===== src/rtl/exp_adder_8b_pkg.sv =====
// Shared FPU definitions: exponent width, exponent bias and the full-adder cell
// used by the exponent datapath.
package fpu_pkg;

   localparam int unsigned EXP_W    = 8;
   localparam logic [7:0]  EXP_BIAS = 8'd128;

   typedef logic [EXP_W-1:0] exp_t;

   // Returns {carry_out, sum} of a single full-adder cell.
   function automatic logic [1:0] full_add(input logic a, input logic b, input logic cin);
      return {(a & b) | (cin & (a ^ b)), a ^ b ^ cin};
   endfunction

endpackage


===== src/rtl/exp_adder_8b_if.sv =====
// Exponent adder operand/result bundle; clock and reset stay as plain ports.
interface exp_adder_8b_if;
   import fpu_pkg::*;

   exp_t exp1;
   exp_t exp2;
   exp_t sum;
   logic ovf;
   logic unf;

   modport master (output exp1, output exp2, input sum, input ovf, input unf);
   modport slave  (input exp1, input exp2, output sum, output ovf, output unf);

endinterface


===== src/rtl/exp_adder_8b_core.sv =====
// Combinational biased-exponent adder: 9-bit ripple-carry add, then a ripple
// subtract of the bias whose borrow and bit 8 give the underflow/overflow flags.
module exp_add_core
   import fpu_pkg::*;
(
   input  exp_t exp1,
   input  exp_t exp2,
   output exp_t sum_n,
   output logic ovf_n,
   output logic unf_n
);

   logic [8:0] a9;
   logic [8:0] b9;
   logic [8:0] nbias9;
   logic [8:0] t;
   logic [8:0] d;
   logic       add_c;
   logic       sub_c;
   logic [1:0] fa_add;
   logic [1:0] fa_sub;

   assign a9     = {1'b0, exp1};
   assign b9     = {1'b0, exp2};
   assign nbias9 = ~{1'b0, EXP_BIAS};

   always_comb begin
      add_c  = 1'b0;
      fa_add = '0;
      t      = '0;
      for (int unsigned i = 0; i < 9; i++) begin
         fa_add = full_add(a9[i], b9[i], add_c);
         t[i]   = fa_add[0];
         add_c  = fa_add[1];
      end
   end

   // t - 128 as t + ~128 + 1; a missing carry-out is a borrow, i.e. t < 128.
   always_comb begin
      sub_c  = 1'b1;
      fa_sub = '0;
      d      = '0;
      for (int unsigned i = 0; i < 9; i++) begin
         fa_sub = full_add(t[i], nbias9[i], sub_c);
         d[i]   = fa_sub[0];
         sub_c  = fa_sub[1];
      end
   end

   // Without a borrow, d >= 256 exactly when t > 383.
   assign sum_n = d[7:0];
   assign unf_n = ~sub_c;
   assign ovf_n = sub_c & d[8];

endmodule


===== src/rtl/exp_adder_8b.sv =====
// Biased-exponent adder for the FPU multiply path: registered
// (exp1 + exp2 - bias) with underflow/overflow flags, one cycle of latency.
module exp_adder_8b
   import fpu_pkg::*;
(
   input  logic           CLK,
   input  logic           nRST,
   exp_adder_8b_if.slave  bus
);

   exp_t sum_n;
   logic ovf_n;
   logic unf_n;

   exp_add_core u_core (
      .exp1  (bus.exp1),
      .exp2  (bus.exp2),
      .sum_n (sum_n),
      .ovf_n (ovf_n),
      .unf_n (unf_n)
   );

   always_ff @(posedge CLK or negedge nRST) begin
      if (!nRST) begin
         bus.sum <= '0;
         bus.ovf <= 1'b0;
         bus.unf <= 1'b0;
      end else begin
         bus.sum <= sum_n;
         bus.ovf <= ovf_n;
         bus.unf <= unf_n;
      end
   end

endmodule


===== src/flat_wrapper.sv =====
// flat-port wrapper written by rule: the top's interface ports become plain ports
module exp_adder_8b_flat import fpu_pkg::*;
  (CLK, nRST, bus_exp1, bus_exp2, bus_sum, bus_ovf, bus_unf);
  exp_adder_8b_if bus_i ();
  input  logic CLK;
  input  logic nRST;
  input wire logic [$bits(bus_i.exp1)-1:0] bus_exp1;
  input wire logic [$bits(bus_i.exp2)-1:0] bus_exp2;
  output wire logic [$bits(bus_i.sum)-1:0] bus_sum;
  output wire logic [$bits(bus_i.ovf)-1:0] bus_ovf;
  output wire logic [$bits(bus_i.unf)-1:0] bus_unf;
  assign bus_i.exp1 = bus_exp1;
  assign bus_i.exp2 = bus_exp2;
  assign bus_sum = bus_i.sum;
  assign bus_ovf = bus_i.ovf;
  assign bus_unf = bus_i.unf;
  exp_adder_8b u_core (.CLK(CLK), .nRST(nRST), .bus(bus_i));
endmodule

===== config.mk =====
export PLATFORM = sky130hd
export DESIGN_NAME = exp_adder_8b_flat
export DESIGN_NICKNAME = d
export VERILOG_FILES = /design/src/rtl/exp_adder_8b_pkg.sv /design/src/rtl/exp_adder_8b_if.sv /design/src/rtl/exp_adder_8b_core.sv /design/src/rtl/exp_adder_8b.sv /design/src/flat_wrapper.sv
export SDC_FILE = /design/constraint.sdc
export NUM_CORES = 1
export LEC_CHECK = 0
export CORE_AREA = 10 10 47 49
export DETAILED_ROUTE_END_ITERATION = 8
export DIE_AREA = 0 0 57 59
export DONT_BUFFER_PORTS = 1
export SETUP_SLACK_MARGIN = 0.02
export SYNTH_ARGS = -nofsm -noshare
export SYNTH_HDL_FRONTEND = slang
export SYNTH_SLANG_ARGS = --single-unit

===== constraint.sdc =====
create_clock -name CLK -period 0.8 [get_ports CLK]
set_input_delay 0.08 -clock CLK [delete_from_list [all_inputs] [get_ports CLK]]
set_output_delay 0.08 -clock CLK [all_outputs]
set_load 0.005 [all_outputs]

==> metrics.txt <==
Routed WL=~900 um; MaxCap Viol Count=0; Main synth FF type=dfrtp_1; Worst setup EP type=register; gp weighted congestion=0.591; Slew Viols, Final=0; Final Critical Period=2460 ps; slew at the pin closest to its max-slew limit=422 ps; Layout Cells excl Fill=50; n_diodes=0; crit path max fanout=3; CTS tree=yes; placed insts=45; post-route design area=537 um^2; share of cells above drive strength 1=38.2%; Mapped Cells=29; full die area=0.00336 mm^2; peak supply drop=0.593 mV; crit start category=primary input; largest net degree at the start of global routing=11; post-synth top area share=56.0%; DRT Pass-1 Iters=2; initial antenna violation count=0; FILL cells=146; DRC=0; setup bufs post-CTS=0; setup ws final=-1660 ps; Worst Hold Class=primary input to register; placed inst area=494 um^2; via count=216; worst endpoint required time=940 ps; pwr dens=2070 mW/mm^2; DRT antenna net count=0; Critical Path AT=2600 ps; violated checks=setup timing; io pins=28; Die Y=59 um; Total Routing Usage GR=6.17%; synthesized flop and latch total=10; CTS root buf=clkbuf_4; Final Util=38.3%; initial detailed-routing violation count=2; chip width=about 57 um; Starting Density=a little under a third; Leak=0.245 nW; Post-synth ARST share=100%; CP Capture Point=u_core.bus.unf; most instantiated library cell after synthesis=dfrtp_1; GR Overflow Total=0; Post-Syn Nets=55; per-cell routed wire length=18.1 um; synth warn=0; launch point of the worst path=bus_exp2[0]; footprint of the multi-input gates=190 um^2; Buffers on Ports=0; Max clock buf depth=2; Post-synth EDFFs=0; final setup vio count=8; CORE AREA=0.00140 mm^2; clock slew at reported path FFs=60 ps; Worst slew margin=approximately 72%; via/cell ratio=4.32; clk sinks=10; status=complete, but fails checks; Worst Hold Slack=33.1 ps; critical path type=primary input to register; Synth area leader=dfrtp_1; Highest Clock Rate=407 MHz; row cnt=14; vias in the first global route=297; first-pass GRT wire length=1.46 mm; Period Utilization, post-route=307%; top cells by area, synth=dfrtp_1 56%, fa_1 31%, inv_1 7.6%; Layout Nets=62; CTS buffer count=3; Synth Cell Area=between 400 and 500 um^2; top cells by count, synth=10 x dfrtp_1, 9 x inv_1, 7 x fa_1; Register Area=250 um^2; H-tree levels=1; final hold vios=0; sequential area share after synthesis=56.0%; RSZ-0062 raised after global routing=true; number of library cell types mapped by synthesis=6; syn_area_per_cell=around 15 um^2; Area Growth Syn to Fin=20.2%
[critical path: stages]
cell and delay, ps:
ha_4 140, fa_2 330, fa_2 340, fa_2 340, fa_2 340, inv_2 60
fa_2 190, fa_2 190, fa_1 430, and2_1 160
[placed cells by master (no fill, tap or decap)]
cell | Yosys | layout
inv_2 | 0 | 3
dfrtp_1 | 10 | 10
fa_1 | 7 | 1
dlygate4sd3_1 | 0 | 2
inv_1 | 9 | 6
fa_2 | 0 | 6
ha_4 | 0 | 1
clkbuf_4 | 0 | 3
and2_1 | 1 | 1
nor2_1 | 1 | 1
[cell type report]
cell class                      count  area share [%]
Timing Repair Buffer                2            3.73
Multi-Input combinational cell     10            35.4
Tap cell                           16            3.73
Clock buffer                        3            4.20
Sequential cell                    10            46.6
Inverter                            9            6.29
[stage by stage]
stage / worst slack, ps / power, W / TNS, ps
after floorplan: -1880 / 0.000734 / -10250
after global placement: -1930 / 0.000778 / -10500
after detailed placement: -1950 / 0.000792 / -10660
after CTS: -1660 / 0.00113 / -8440
after global routing: -1750 / 0.00119 / -8950
final: -1660 / 0.00111 / -8460
[repair_timing]
item	4_1_cts	5_1_grt
hold buffers	2	0
pin swaps	1	0
hold endpoints to repair	11	0
gates resized for setup	0	2
setup endpoints to repair	8	8
[logic make-up (layout without fill, tap and decap cells)]
family	count (synthesis)	after routing	synth area share (%)
flip-flops	10	10	56.0
AND/OR/NAND/NOR	2	2	2.24
buffers and inverters	9	14	7.56
adder cells (fa/ha/maj)	8	8	34.2
[worst min path at each step]
stage	from	to	slack [ps]	cells after the start
after global routing	bus_exp1[3]	u_core.bus.sum[3]	30	1
after detailed placement	nRST	u_core.bus.ovf	-220	0
final	bus_exp1[1]	u_core.bus.sum[1]	30	1
after CTS	bus_exp1[1]	u_core.bus.sum[1]	20	1
after floorplan	nRST	u_core.bus.ovf	-220	0
after global placement	nRST	u_core.bus.sum[1]	-220	0
[flip-flops by register name, summed over array words and instances, names as in the netlist]
name / count
u_core.bus.sum: 8
u_core.bus.ovf: 1
u_core.bus.unf: 1
[per-layer routing]
metal | track usage, % | part of all wire [%]
met1 | 6.64 | 44
met4 | 8.05 | 3.0
met3 | 2.15 | 9.5
met2 | 8.22 | 43
met5 | 0 | 0
[where the power goes]
part,total [W],switching (W),internal (W)
Sequential,0.000647,0.0000523,0.000594
Combinational,0.000150,0.0000750,0.0000749
Clock,0.000313,0.000141,0.000172
Power figures use the tool's default switching activity.
